### config.mk
export PLATFORM = sky130hd
export DESIGN_NAME = mips_inst_encoder_flat
export DESIGN_NICKNAME = d
export VERILOG_FILES = /design/src/rtl/mips_inst_encoder_if.sv /design/src/rtl/mips_inst_encoder.sv /design/src/flat_wrapper.sv
export SDC_FILE = /design/constraint.sdc
export NUM_CORES = 1
export LEC_CHECK = 0
export CAP_MARGIN = 10
export CORE_MARGIN = 10
export CORE_UTILIZATION = 43
export DETAILED_ROUTE_END_ITERATION = 6
export GPL_ROUTABILITY_DRIVEN = 0
export PLACE_DENSITY = 0.77
export SETUP_SLACK_MARGIN = 0.15
export SLEW_MARGIN = 20
export SYNTH_ARGS = -nofsm -noshare
export SYNTH_HDL_FRONTEND = slang
export SYNTH_SLANG_ARGS = --single-unit
### constraint.sdc
create_clock -name clk -period 1.77 [get_ports clk]
set_input_delay 0.354 -clock clk [delete_from_list [all_inputs] [get_ports clk]]
set_output_delay 0.354 -clock clk [all_outputs]
set_load 0.01 [all_outputs]
### src/rtl/mips_inst_encoder_if.sv
// Request/response bundle for the MIPS instruction-stream encoder.
//
// Handshake: both channels use valid/ready. A transfer happens on a rising
// edge where valid and ready are both 1. A producer holds valid and its
// payload steady until that edge. A consumer may raise or drop ready at any
// time. The encoder's in_ready may depend combinationally on out_ready.
interface mips_inst_encoder_if;
    logic        in_valid;
    logic        in_ready;
    logic [4:0]  in_op;
    logic [4:0]  in_rs;
    logic [4:0]  in_rt;
    logic [4:0]  in_rd;
    logic [15:0] in_imm;
    logic [25:0] in_target;
    logic        out_valid;
    logic        out_ready;
    logic [31:0] out_inst;
    logic [31:0] out_pc;
    logic        out_slot;
    logic        out_illegal;

    // Request source and word sink, seen from outside the encoder.
    modport master (
        output in_valid, in_op, in_rs, in_rt, in_rd, in_imm, in_target, out_ready,
        input  in_ready, out_valid, out_inst, out_pc, out_slot, out_illegal
    );

    // The encoder itself.
    modport slave (
        input  in_valid, in_op, in_rs, in_rt, in_rd, in_imm, in_target, out_ready,
        output in_ready, out_valid, out_inst, out_pc, out_slot, out_illegal
    );
endinterface

### src/rtl/mips_inst_encoder.sv
// MIPS instruction-stream encoder. Turns symbolic requests into 32-bit
// instruction words tagged with a PC. When enabled, a NOP delay slot is
// inserted after every control transfer.
module mips_inst_encoder #(
    parameter logic [31:0] RESET_PC        = 32'h0000_0000,
    parameter int          AUTO_DELAY_SLOT = 1
) (
    input  logic                  clk,
    input  logic                  rst,
    mips_inst_encoder_if.slave    bus,
    output logic                  dbg_state   // 1 while a delay slot is pending
);
    localparam bit USE_SLOT = (AUTO_DELAY_SLOT != 0);

    typedef enum logic {
        S_RUN  = 1'b0,
        S_SLOT = 1'b1
    } state_t;

    state_t      state;
    logic [31:0] next_pc;
    logic [31:0] enc_inst;
    logic        enc_illegal;
    logic        enc_ctrl;
    logic        out_free;
    logic        accept;

    // The output register can take a new word when empty or being drained.
    assign out_free     = !bus.out_valid || bus.out_ready;
    assign bus.in_ready = (state == S_RUN) && out_free;
    assign accept       = bus.in_valid && bus.in_ready;
    assign dbg_state    = (state == S_SLOT);

    // Encode the current request; unused fields are simply not referenced.
    always_comb begin
        enc_inst    = 32'h0;
        enc_illegal = 1'b0;
        enc_ctrl    = 1'b0;
        case (bus.in_op)
            5'd0:  enc_inst = {6'h00, bus.in_rs, bus.in_rt, bus.in_rd, 5'b0, 6'h20};
            5'd1:  enc_inst = {6'h00, bus.in_rs, bus.in_rt, bus.in_rd, 5'b0, 6'h21};
            5'd2:  enc_inst = {6'h00, bus.in_rs, bus.in_rt, bus.in_rd, 5'b0, 6'h24};
            5'd3:  enc_inst = {6'h00, bus.in_rs, bus.in_rt, bus.in_rd, 5'b0, 6'h27};
            5'd4:  enc_inst = {6'h00, bus.in_rs, bus.in_rt, bus.in_rd, 5'b0, 6'h25};
            5'd5:  enc_inst = {6'h00, bus.in_rs, bus.in_rt, bus.in_rd, 5'b0, 6'h22};
            5'd6:  enc_inst = {6'h00, bus.in_rs, bus.in_rt, bus.in_rd, 5'b0, 6'h26};
            5'd7: begin
                enc_inst = {6'h00, bus.in_rs, 15'b0, 6'h08};
                enc_ctrl = 1'b1;
            end
            5'd8: begin
                enc_inst = {6'h00, bus.in_rs, 5'b0, bus.in_rd, 5'b0, 6'h09};
                enc_ctrl = 1'b1;
            end
            5'd9:  enc_inst = {6'h08, bus.in_rs, bus.in_rt, bus.in_imm};
            5'd10: enc_inst = {6'h0C, bus.in_rs, bus.in_rt, bus.in_imm};
            5'd11: enc_inst = {6'h0D, bus.in_rs, bus.in_rt, bus.in_imm};
            5'd12: enc_inst = {6'h0E, bus.in_rs, bus.in_rt, bus.in_imm};
            5'd13: begin
                enc_inst = {6'h04, bus.in_rs, bus.in_rt, bus.in_imm};
                enc_ctrl = 1'b1;
            end
            5'd14: begin
                enc_inst = {6'h05, bus.in_rs, bus.in_rt, bus.in_imm};
                enc_ctrl = 1'b1;
            end
            5'd15: begin
                enc_inst = {6'h07, bus.in_rs, 5'b0, bus.in_imm};
                enc_ctrl = 1'b1;
            end
            5'd16: begin
                enc_inst = {6'h06, bus.in_rs, 5'b0, bus.in_imm};
                enc_ctrl = 1'b1;
            end
            5'd17: begin
                enc_inst = {6'h01, bus.in_rs, 5'h01, bus.in_imm};
                enc_ctrl = 1'b1;
            end
            5'd18: begin
                enc_inst = {6'h01, bus.in_rs, 5'h11, bus.in_imm};
                enc_ctrl = 1'b1;
            end
            5'd19: begin
                enc_inst = {6'h01, bus.in_rs, 5'h00, bus.in_imm};
                enc_ctrl = 1'b1;
            end
            5'd20: begin
                enc_inst = {6'h01, bus.in_rs, 5'h10, bus.in_imm};
                enc_ctrl = 1'b1;
            end
            5'd21: begin
                enc_inst = {6'h02, bus.in_target};
                enc_ctrl = 1'b1;
            end
            5'd22: begin
                enc_inst = {6'h03, bus.in_target};
                enc_ctrl = 1'b1;
            end
            5'd23:   enc_inst    = 32'h0;
            default: enc_illegal = 1'b1;   // word is 0, no delay slot
        endcase
    end

    // RUN/SLOT sequencer, output register and PC counter.
    always_ff @(posedge clk) begin
        if (rst) begin
            state           <= S_RUN;
            next_pc         <= RESET_PC;
            bus.out_valid   <= 1'b0;
            bus.out_inst    <= 32'h0;
            bus.out_pc      <= RESET_PC;
            bus.out_slot    <= 1'b0;
            bus.out_illegal <= 1'b0;
        end else begin
            // A drained word empties the register unless a load below refills it.
            if (bus.out_valid && bus.out_ready) begin
                bus.out_valid <= 1'b0;
            end
            case (state)
                S_RUN: begin
                    if (accept) begin
                        bus.out_valid   <= 1'b1;
                        bus.out_inst    <= enc_inst;
                        bus.out_pc      <= next_pc;
                        bus.out_slot    <= 1'b0;
                        bus.out_illegal <= enc_illegal;
                        next_pc         <= next_pc + 32'd4;
                        if (enc_ctrl && USE_SLOT) begin
                            state <= S_SLOT;
                        end
                    end
                end
                S_SLOT: begin
                    if (out_free) begin
                        bus.out_valid   <= 1'b1;
                        bus.out_inst    <= 32'h0;
                        bus.out_pc      <= next_pc;
                        bus.out_slot    <= 1'b1;
                        bus.out_illegal <= 1'b0;
                        next_pc         <= next_pc + 32'd4;
                        state           <= S_RUN;
                    end
                end
                default: state <= S_RUN;
            endcase
        end
    end
endmodule

### src/flat_wrapper.sv
// flat-port wrapper written by rule: the top's interface ports become plain ports
module mips_inst_encoder_flat 
#(
    parameter logic [31:0] RESET_PC        = 32'h0000_0000,
    parameter int          AUTO_DELAY_SLOT = 1
)
  (clk, rst, dbg_state, bus_in_valid, bus_in_op, bus_in_rs, bus_in_rt, bus_in_rd, bus_in_imm, bus_in_target, bus_out_ready, bus_in_ready, bus_out_valid, bus_out_inst, bus_out_pc, bus_out_slot, bus_out_illegal);
  mips_inst_encoder_if bus_i ();
  input  logic clk;
  input  logic rst;
  output logic dbg_state;
  input wire logic [$bits(bus_i.in_valid)-1:0] bus_in_valid;
  input wire logic [$bits(bus_i.in_op)-1:0] bus_in_op;
  input wire logic [$bits(bus_i.in_rs)-1:0] bus_in_rs;
  input wire logic [$bits(bus_i.in_rt)-1:0] bus_in_rt;
  input wire logic [$bits(bus_i.in_rd)-1:0] bus_in_rd;
  input wire logic [$bits(bus_i.in_imm)-1:0] bus_in_imm;
  input wire logic [$bits(bus_i.in_target)-1:0] bus_in_target;
  input wire logic [$bits(bus_i.out_ready)-1:0] bus_out_ready;
  output wire logic [$bits(bus_i.in_ready)-1:0] bus_in_ready;
  output wire logic [$bits(bus_i.out_valid)-1:0] bus_out_valid;
  output wire logic [$bits(bus_i.out_inst)-1:0] bus_out_inst;
  output wire logic [$bits(bus_i.out_pc)-1:0] bus_out_pc;
  output wire logic [$bits(bus_i.out_slot)-1:0] bus_out_slot;
  output wire logic [$bits(bus_i.out_illegal)-1:0] bus_out_illegal;
  assign bus_i.in_valid = bus_in_valid;
  assign bus_i.in_op = bus_in_op;
  assign bus_i.in_rs = bus_in_rs;
  assign bus_i.in_rt = bus_in_rt;
  assign bus_i.in_rd = bus_in_rd;
  assign bus_i.in_imm = bus_in_imm;
  assign bus_i.in_target = bus_in_target;
  assign bus_i.out_ready = bus_out_ready;
  assign bus_in_ready = bus_i.in_ready;
  assign bus_out_valid = bus_i.out_valid;
  assign bus_out_inst = bus_i.out_inst;
  assign bus_out_pc = bus_i.out_pc;
  assign bus_out_slot = bus_i.out_slot;
  assign bus_out_illegal = bus_i.out_illegal;
  mips_inst_encoder #(.RESET_PC(RESET_PC), .AUTO_DELAY_SLOT(AUTO_DELAY_SLOT)) u_core (.clk(clk), .rst(rst), .bus(bus_i), .dbg_state(dbg_state));
endmodule
* Yosys cells after proc, flatten, opt, wreduce, memory -nomap -nowiden
Cells that the tools add are included.
W data, S select, Z words.
** Cells by class
- Reduce and logical (&&, ||, !) cells :: 9
- Bitwise operators :: 1
- $add $sub $neg :: 1
- Mux-type cells :: 26
- Equality and inequality tests :: 25
** Operator list (number)
- $pmux W30 S23 :: 1
- $mux W32 :: 6
- $pmux W32 S2 :: 3
- $eq A5 B4 Y1 const B :: 8
- $eq A5 B5 Y1 const B :: 8
- $add A32 B3 Y32 const B :: 1
- $reduce_or A24 Y1 :: 1
- $eq A5 B3 Y1 const B :: 4
- $mux W1 :: 12
- $reduce_or A12 Y1 :: 1
- $eq A5 B2 Y1 const B :: 2
- $pmux W1 S2 :: 4
- $eq A5 B1 Y1 const B :: 1
- $logic_not A5 Y1 :: 1
- $logic_and A1 B1 Y1 :: 3
- $ne A2 B1 Y1 const B :: 1
- $ne A2 B2 Y1 const B :: 1
- $reduce_and A2 Y1 :: 1
- $logic_not A1 Y1 :: 1
- $logic_or A1 B1 Y1 :: 1
- $not A1 Y1 :: 1
** Word-level totals
- Word-level logic and storage cells :: 69
- Input bits :: 66
- Register bits :: 100

* Logic depth before layout (Yosys ltp)
Gate-level depths: netlist of run 1.
- Depth in word-level cells :: 6
- Depth in mapped cells :: 7
- Mapped depth without buffers :: 4

* Worst setup path after synthesis of run 1
OpenSTA, ideal clock, no wires.
- Path kind :: register to register
- Start point :: register u_core.state (netlist: u_core.dbg_state)
- End point :: register u_core.next_pc[31]
- Slack :: 0.028 ns
- Period minus slack after synthesis :: 1.742 ns
- Required time :: 1.649 ns
- Stages on the path, launching flop included :: 6
- Arrival time :: 1.621 ns
- Path through :: dfxtp_1 > nor2_1 > or3_1 > buf_6 > nor4_1 > mux2_2
** Between the ends
- Word-level cells in the longest chain between the ends :: 5
** Ends and longest elaborated chain
- start: declaration :: RTL line mips_inst_encoder.sv:20 : state_t state;
- start signal: assignment :: RTL line mips_inst_encoder.sv:107 : state <= S_RUN;
- start signal: assignment :: RTL line mips_inst_encoder.sv:129 : state <= S_SLOT;
- start signal: assignment :: RTL line mips_inst_encoder.sv:141 : state <= S_RUN;
- $not A1 Y1 :: RTL line mips_inst_encoder.sv:30, mips_inst_encoder.sv:119
- $logic_and A1 B1 Y1 :: RTL line mips_inst_encoder.sv:30 : assign bus.in_ready = (state == S_RUN) && out_free;
- $logic_and A1 B1 Y1 :: RTL line mips_inst_encoder.sv:31 : assign accept = bus.in_valid && bus.in_ready;
- $ne A2 B1 Y1 (no source line)
- $reduce_and A2 Y1 (no source line)
- end signal: assignment :: RTL line mips_inst_encoder.sv:127 : next_pc <= next_pc + 32'd4;
- end signal: assignment :: RTL line mips_inst_encoder.sv:140 : next_pc <= next_pc + 32'd4;
- end: declaration :: RTL line mips_inst_encoder.sv:21 : logic [31:0] next_pc;
Several ways; a longest one is shown, not always the timed one.
A chain may end at the register's enable or synchronous reset.

* Worst setup path after layout of run 1
- Start point :: register u_core.next_pc[17]
- End point :: register u_core.next_pc[25]
** Between the ends
- Word-level cells in the longest chain between the ends :: 3
** Ends and longest elaborated chain
- $add A32 B3 Y32 (*) :: RTL line mips_inst_encoder.sv:127, mips_inst_encoder.sv:140
- $mux W32, on equally long branches :: RTL line mips_inst_encoder.sv:134, mips_inst_encoder.sv:121
- $pmux W32 S2 (*) :: RTL line mips_inst_encoder.sv:119 : case (state)
Every way passes the cells marked *; elsewhere a longest branch is shown, timed or not. The select of a mux whose other input is x is not followed.

==> flow_summary.toml, run 1 <==
[yosys]
yosysWarningCount = 0
syn-instance-count = 548
synth_seq_area_share_pct = 42.0
ys_types = 56
async_flop_share_pct = 0
synth.most_common_cell = "dfxtp_1"
ys_ff_latch = 94
synth_top_area_share_pct = 42.0
synth-edff-count = 0
postSynthAreaPerCell_um2 = 8.17
syn_area_um2 = 4480
synthFlopType = "dfxtp_1"
ys_top_cells_by_area = "dfxtp_1 (42%), a21oi_1 (7.8%), nand2_1 (7.4%), o2bb2ai_1 (3.7%), a22oi_1 (2.5%)"
yosys.area.top_type = "dfxtp_1"
yosys-top-cells-count = "dfxtp_1 (94), nand2_1 (88), a21oi_1 (70)"

[timing]
finalSetupViolations = 0
max_freq_ghz = 0.592
final-max-slew-violation-count = 0
period_needed_ns = 1.69
hold_viol_final = 0
fin_crit_sh_pct = 95.4
rsz0062_at_grt = "yes"
skew_ns = 0.00972

[die]
rows = 37
initial_core_util_pct = 43.8
die_w_um = 122
ioPinCount = 135
dieArea_um2 = 14900
core_area_um2 = 10200
die_h_um = 122

[run]
maxCapViolCount = 0

[drt]
drt_iter0_drc = 352
drc = 0
routedWlPerCell_um = 17.5
vias = 4965
totalWireLength_um = 15400
firstDrtPassIters = 7
ant_nets = 0
vias_per_cell = 5.64

[critical_path]
arrival_ns = 1.94
path_buf_inv = 1
max_stage_delay_ns = 0.38
critical_path.slowest_cell = "mux2_2"
path_class = "register to register"
crit_path_start = "u_core.next_pc[17]"
endpoint_kind = "register"
cp-start-kind = "register"
crit_fanout = 4
r2r_start = "u_core.next_pc[17]"
crit_family = "simple AND/OR/NAND/NOR gates"
crit_chain = "and4_4 -> buf_6 -> nand4_4 -> nor4_2 -> mux2_2"
worstPathRequired_ns = 2.02

[finish]
drive_gt1_share_pct = 24.3
area_delta_synth_final_pct = 56.5
final_cell_area_um2 = 7010
nFillCells = 802
instances_no_fill = 881
final_nets = 806

[status]
status = "finished, final reports clean"

[clock_tree]
cts_tree = "done"
clk_pin_slew_ns = 0.10
cts.sinks = 94
h-tree-depth = 3
clk_path_buf_depth = 2
worstSkewPairLatency_ns = 0.37
cts_root_buf = "clkbuf_8"
ctsHoldBuffers = 0
cts_buffers = 9

[global_route]
grtUsageTotal_pct = 18.8
grt_pass1_wl_um = 23400
grt_max_degree = 76
antenna_found_initial = 1
gr-total-overflow = 0
grt_pass1_vias = 4884

[min_path]
hp-class = "input port to register"
hold_path_startpoint = "rst"

[place]
placed_area_um2 = 6380
portBuffers = 130
place_inst = 847
dp_hpwl_um = 10900

[power_and_ir_drop]
cellInternalPower_mw = 3.22
combPwrFrac_pct = 16.9
p_sw_share_pct = 28.2
peakVddDrop_uv = 483
leakagePower_nw = 3.04
switching_power_mw = 1.26
power_frac_seq_pct = 48.7
power_density_nw_per_um2 = 640
clock_power_share_pct = 34.4
finalPower_mw = 4.48
-- cells by family (layout without fill, tap and decap cells) --
group                      count (synthesis)  in the layout  synth area share, %
and+or+nand+nor                          222            223                 25.4
AOI/OAI and AO/OA                        163            163                 23.8
DFF                                       94             94                 42.0
buffers and inverters                     54            246                 5.42
muxes                                      8              8                 1.98
xor gates and xnor gates                   5              5                0.978
adders and majority gates                  1              1                0.279
other                                      1              5               0.0838
-- metrics by stage --
step | util, % | setup TNS [ns] | setup WS [ns] | hold slack, ns
3_3_place_gp | 62.3 | -20.82 | -0.404 | 0.444
2_1_floorplan | - | 0 | 0.134 | 0.441
4_1_cts | 65.0 | 0 | 0.0712 | 0.272
3_5_place_dp | 62.3 | -25.57 | -0.486 | 0.447
6_report | 68.5 | 0 | 0.0812 | 0.281
5_1_grt | 68.5 | 0 | 0.0462 | 0.271
-- cells in the final DEF, fill, tap and decap left out, types with 4 or more instances in the layout --
| cell | n |
|---|---|
| a211oi_1 | 8 |
| a21oi_1 | 65 |
| a21oi_2 | 5 |
| a222oi_1 | 5 |
| a22oi_1 | 15 |
| and4_4 | 4 |
| buf_4 | 84 |
| buf_6 | 5 |
| clkbuf_8 | 9 |
| clkdlybuf4s50_1 | 58 |
| conb_1 | 4 |
| dfxtp_1 | 76 |
| dfxtp_2 | 10 |
| dfxtp_4 | 8 |
| dlygate4sd2_1 | 53 |
| dlymetal6s2s_1 | 17 |
| inv_1 | 6 |
| mux2_4 | 4 |
| nand2_1 | 86 |
| nand2b_1 | 12 |
| nand3_1 | 11 |
| nand4_1 | 8 |
| nor2_1 | 27 |
| nor2b_1 | 12 |
| nor3_1 | 10 |
| nor4_4 | 4 |
| o21ai_0 | 15 |
| o2bb2ai_1 | 19 |
| o31ai_1 | 12 |
| or3_1 | 5 |
| or4_1 | 9 |
| or4_4 | 4 |
| xnor2_1 | 4 |
-- sequential cells by signal (all words and copies together) (netlist names) --
name,count
u_core.bus.out_pc,30
u_core.bus.out_inst,30
u_core.dbg_state,1
u_core.bus.out_slot,1
u_core.bus.out_illegal,1
u_core.bus.out_valid,1
u_core.next_pc,30
-- cell type report --
type                       count  area [um2]  share of cell area (%)
inverter                       6        22.5                   0.321
timing repair buffer         224        2040                    29.1
clock inverter                 7        90.1                    1.29
clock buffer                   9         124                    1.77
multi-input combinational    404        2630                    37.6
antenna                        1        2.50                  0.0357
sequential                    94        1920                    27.5
tap                          136         170                    2.43
-- power by group through the flow --
stage / clock (mW) / combinational (mW) / sequential, mW
3_5_place_dp: 0 / 0.746 / 2.24
4_1_cts: 1.55 / 0.732 / 2.19
3_3_place_gp: 0 / 0.730 / 2.24
2_1_floorplan: 0 / 0.321 / 2.25
5_1_grt: 1.65 / 0.815 / 2.19
6_report: 1.54 / 0.756 / 2.18
-- worst paths after layout --
kind                                  end  slack, ns  cells past startpoint
setup / recovery       u_core.next_pc[25]       0.08                      5
hold / removal    u_core.bus.out_inst[13]       0.28                      2
setup reg to reg       u_core.next_pc[25]       0.08                      5
hold reg to reg     u_core.bus.out_pc[15]       0.46                      2
-- layer usage --
metal	vias to the layer above	global-route usage (%)	share of wire (%)
met1	2345	22.2	42
met3	32	6.01	7.2
met2	208	31.5	49
li1	2380	-	-
met4	0	6.26	2.1
met5	-	0	0
-- repair_timing --
item                                    in CTS  in global routing
buffers inserted                             0                 14
pin swaps                                    0                 18
gates cloned                                 1                  2
endpoints found under the setup margin     121                 61
endpoints found under the hold margin        0                  0
gates resized for setup                     81                 73
No activity file was read; power rests on OpenSTA's default activity.
==> inputs of run 2 (changes only) <==
--- a/config.mk
+++ b/config.mk
@@ -11,6 +11,7 @@
 export DETAILED_ROUTE_END_ITERATION = 6
 export GPL_ROUTABILITY_DRIVEN = 0
 export PLACE_DENSITY = 0.77
+export REMOVE_ABC_BUFFERS = 1
 export SETUP_SLACK_MARGIN = 0.15
 export SLEW_MARGIN = 20
 export SYNTH_ARGS = -nofsm -noshare
==> flow_summary.toml, run 2 (synthesized netlist as in run 1, its figures left out) <==
[critical_path]
crit_family = "simple AND/OR/NAND/NOR gates"
crit_path_start = "u_core.next_pc[21]"
path_class = "register to register"
crit_chain = "and4_4 -> nand4_4 -> nor4_2 -> mux2_2"
r2r_start = "u_core.next_pc[21]"
path_buf_inv = 0
cp-start-kind = "register"
r2r-end = "u_core.next_pc[29]"
crit_fanout = 5
critPathCapture = "u_core.next_pc[29]"
arrival_ns = 1.92
worstPathRequired_ns = 2.04
max_stage_delay_ns = 0.36
cp_num_cells = 4
endpoint_kind = "register"
r2r_setup_slack_ns = 0.12
critical_path.slowest_cell = "nor4_2"
rr_worst_depth = 4

[die]
die_h_um = 122
core_area_um2 = 10200
die_w_um = 122
rows = 37
dieArea_um2 = 14900
ioPinCount = 135
initial_core_util_pct = 43.8

[place]
placed_area_um2 = 6320
portBuffers = 130
dp_slack_ns = -0.396
dp_hpwl_um = 11000

[clock_tree]
cts.sinks = 94
clk_path_buf_depth = 2
cts_buffers = 9
worstSkewPairLatency_ns = 0.37
cts_root_buf = "clkbuf_8"
cts_tree = "done"
clk_pin_slew_ns = 0.11
h-tree-depth = 3
ctsHoldBuffers = 0

[drt]
drc = 0
totalWireLength_um = 15400
vias = 4917
drt_iter0_drc = 323
ant_nets = 0
routedWlPerCell_um = 17.7
firstDrtPassIters = 7
vias_per_cell = 5.65

[global_route]
grt_pass1_vias = 5015
grtUsageTotal_pct = 19.5
gr-total-overflow = 0
grt_max_degree = 42
grt_pass1_wl_um = 23900
antenna_found_initial = 0

[power_and_ir_drop]
finalPower_mw = 4.34
power_density_nw_per_um2 = 624
leakagePower_nw = 3.12
peakVddDrop_uv = 404

[finish]
regArea_um2 = 1930
antenna_cells = 0
final_cell_area_um2 = 6950
drive_gt1_share_pct = 24.0
layout_common_cells = "nand2_1 (86), buf_4 (72), dfxtp_1 (70), a21oi_1 (65), clkdlybuf4s50_1 (60)"
reg_top3 = "u_core.bus.out_inst x30, u_core.bus.out_pc x30, u_core.next_pc x30"
area_delta_synth_final_pct = 55.2
nFillCells = 813
final_nets = 796
final_common_cell = "nand2_1"
final_util_pct = 67.9
multi_input_area_um2 = 2640

[timing]
skew_ns = 0.0146
hold_viol_final = 0
finalSetupViolations = 0
period_needed_ns = 1.65
max_freq_ghz = 0.607
worst_slack_ns = 0.124
rsz0062_at_grt = "yes"
timing.hold.ws_ns = 0.285
fin_crit_sh_pct = 93.0
final-max-slew-violation-count = 0

[run]
maxCapViolCount = 0

[min_path]
hp-class = "input port to register"

[status]
status = "finished, final reports clean"
run 2: cell types whose count changed in the layout (fill, tap and decap cells not counted), moves of 3 or more:
cell | before | now
buf_6 | 5 | 8
buf_4 | 84 | 72
dfxtp_2 | 10 | 18
dfxtp_1 | 76 | 70
dlymetal6s2s_1 | 17 | 26
dlygate4sd2_1 | 53 | 42
run 2: metrics by stage:
step,cells,setup TNS [ns]
2_1_floorplan,503,-17.64
4_1_cts,861,0
5_1_grt,870,0
3_5_place_dp,842,-23.92
3_3_place_gp,842,-19.94
6_report,870,0
run 2: area by class of cell:
type	count	area share [%]
clock buffer	9	1.78
sequential	94	27.7
timing repair buffer	214	28.8
inverter	6	0.324
clock inverter	7	0.919
multi-input combinational	404	38.0
tap	136	2.45
run 2: timing repair:
item | in CTS | in global routing
gates resized for setup | 79 | 84
gates cloned | 2 | 1
pin swaps | 7 | 18
setup buffers | 1 | 8
endpoints found under the setup margin | 110 | 66
run 2: routing by layer:
metal	global-route usage [%]	vias to the layer above	routed length [um]
met4	8.27	0	358
met5	0	-	0
met2	33.9	217	7650
li1	-	2352	-
met3	7.91	35	1570
met1	20.4	2313	5790
run 2: how the worst min path moves through the flow:
stage | cells past startpoint | start | endpoint | slack, ns
floorplan | 1 | rst | u_core.bus.out_inst[21] | 0.42
global placement | 2 | u_core.bus.out_pc[5] | u_core.bus.out_pc[5] | 0.44
detailed placement | 1 | u_core.bus.out_inst[9] | u_core.bus.out_inst[9] | 0.45
CTS | 2 | rst | u_core.next_pc[2] | 0.28
global route | 2 | rst | u_core.next_pc[3] | 0.29
finish | 2 | rst | u_core.next_pc[3] | 0.29
run 2: report_power, final:
group          total, mW  internal, mW  switching [mW]
Combinational      0.743         0.376           0.367
Sequential          2.18          2.15          0.0337
Clock               1.41         0.544           0.866
==> inputs of run 3 (changes only) <==
--- a/config.mk
+++ b/config.mk
@@ -10,6 +10,8 @@
 export CORE_UTILIZATION = 43
 export DETAILED_ROUTE_END_ITERATION = 6
 export GPL_ROUTABILITY_DRIVEN = 0
+export GPL_TIMING_DRIVEN = 0
+export HOLD_SLACK_MARGIN = 0.12
 export PLACE_DENSITY = 0.77
 export REMOVE_ABC_BUFFERS = 1
 export SETUP_SLACK_MARGIN = 0.15
==> flow_summary.toml, run 3 (synthesized netlist as in run 1, its figures left out) <==
[timing]
hold_viol_final = 0
period_needed_ns = 1.70
finalSetupViolations = 0
max_freq_ghz = 0.589
finalSetupTns_ns = 0
rsz0062_at_grt = "yes"
worstMarginPinSlew_ns = 0.673
fin_crit_sh_pct = 95.9
final-max-slew-violation-count = 0
max-slew-margin-rel_pct = 55.1
timing.hold.ws_ns = 0.348
skew_ns = 0.0127

[die]
die_w_um = 122
initial_core_util_pct = 43.8
core_area_um2 = 10200
ioPinCount = 135
rows = 37
dieArea_um2 = 14900
die_h_um = 122

[critical_path]
cp-start-kind = "register"
path_buf_inv = 2
r2r_setup_slack_ns = 0.07
r2r_start = "u_core.bus.out_valid"
endpoint_kind = "register"
arrival_ns = 1.97
path_class = "register to register"
worstPathRequired_ns = 2.05
crit_path_start = "u_core.bus.out_valid"
cp_num_cells = 6
rr_worst_depth = 6
crit_chain = "buf_6 -> nand2b_4 -> nand4_1 -> buf_4 -> or3_1 -> a21oi_1"
r2r-end = "u_core.next_pc[14]"
critical_path.slowest_cell = "or3_1"
critPathCapture = "u_core.next_pc[14]"
crit_fanout = 5
crit_family = "simple AND/OR/NAND/NOR gates"
max_stage_delay_ns = 0.36

[clock_tree]
cts_buffers = 9
cts_tree = "done"
cts.sinks = 94
clk_pin_slew_ns = 0.09
clk_path_buf_depth = 2
worstSkewPairLatency_ns = 0.37
h-tree-depth = 3
cts_root_buf = "clkbuf_8"

[finish]
drive_gt1_share_pct = 22.3
area_delta_synth_final_pct = 53.4
layout_common_cells = "nand2_1 (87), dfxtp_1 (70), a21oi_1 (67), clkdlybuf4s50_1 (57)"
antenna_cells = 0
nFillCells = 816
multi_input_area_um2 = 2730
final_cell_area_um2 = 6870
final_util_pct = 67.1
final_nets = 766
reg_top3 = "u_core.bus.out_inst x30, u_core.bus.out_pc x30, u_core.next_pc x30"
final_common_cell = "nand2_1"
regArea_um2 = 1950

[status]
violations = "design-rule violations"
status = "finished with violations"

[drt]
routedWlPerCell_um = 18.3
firstDrtPassIters = 7
vias = 4845
ant_nets = 0
drt_iter0_drc = 362
drc = 7
vias_per_cell = 5.77
totalWireLength_um = 15400

[power_and_ir_drop]
finalPower_mw = 4.55
peakVddDrop_uv = 381
power_density_nw_per_um2 = 663
leakagePower_nw = 2.94

[place]
dp_hpwl_um = 9560
portBuffers = 130
placed_area_um2 = 5790

[global_route]
grt_pass1_vias = 4632
gr-total-overflow = 0
grt_max_degree = 58
grt_pass1_wl_um = 22800
antenna_found_initial = 0
grtUsageTotal_pct = 18.7

[run]
maxCapViolCount = 0

[min_path]
hp-class = "input port to register"
run 3: cell types whose count changed in the layout (fill, tap and decap cells not counted), sizes merged:
| cell | delta |
|---|---|
| buf | -30 |
| inv | -5 |
| clkbuf | +3 |
| clkdlybuf4s50 | -3 |
| bufinv | +2 |
| clkdlybuf4s15 | +1 |
| clkinv | +1 |
| dlygate4sd2 | -1 |
| dlymetal6s2s | -1 |
| nand3 | +1 |
| nor2 | +1 |
| o2111a | +1 |
run 3: report_power, final:
part	total (mW)	leakage (nW)	internal (mW)	switching (mW)
clock network	1.64	0.116	0.873	0.766
registers	2.17	0.776	2.14	0.0317
logic	0.746	2.05	0.359	0.387
run 3: metal layers:
metal | global-route usage (%) | part of all wire [%] | vias to the layer above
met5 | 0 | 0 | -
met4 | 6.63 | 2.6 | 0
met3 | 9.11 | 11 | 33
met2 | 32.4 | 49 | 217
met1 | 19.2 | 37 | 2285
li1 | - | - | 2310
run 3: worst min-delay path by stage:
stage	endpoint	cells after the start	slack [ns]	start
global placement	u_core.bus.out_pc[5]	2	0.44	u_core.bus.out_pc[5]
CTS	u_core.bus.out_valid	2	0.38	rst
global route	u_core.bus.out_valid	3	0.39	bus_in_valid
floorplan	u_core.bus.out_inst[21]	1	0.42	rst
finish	u_core.bus.out_valid	3	0.35	bus_in_valid
detailed placement	u_core.bus.out_pc[27]	2	0.45	u_core.bus.out_pc[27]
run 3: metrics by stage:
step / instances / setup WS, ns
detailed placement: 771 / -1.38
CTS: 818 / 0.126
floorplan: 503 / -0.700
global route: 840 / 0.00924
finish: 840 / 0.0734
global placement: 769 / -2.71
run 3: timing repair:
action                     in CTS  in global routing
hold buffers                    0                  0
cloned                          3                  2
gates resized for setup       131                 72
setup endpoints to repair     129                 76
setup buffers                  28                 20
pin swaps                      15                 16
run 3: cell type report:
type	instances	share of cell area [%]
well taps	136	2.48
clock inverters	5	1.18
flip-flops and latches	94	28.4
inverters	6	0.383
repair buffers	181	25.6
clock buffers	11	2.20
multi-input cells	407	39.7
run 3: worst min-delay path, stage by stage:
cell	delay, ns
clkbuf_2	0.19
nor3_1	0.07
nor2_1	0.07
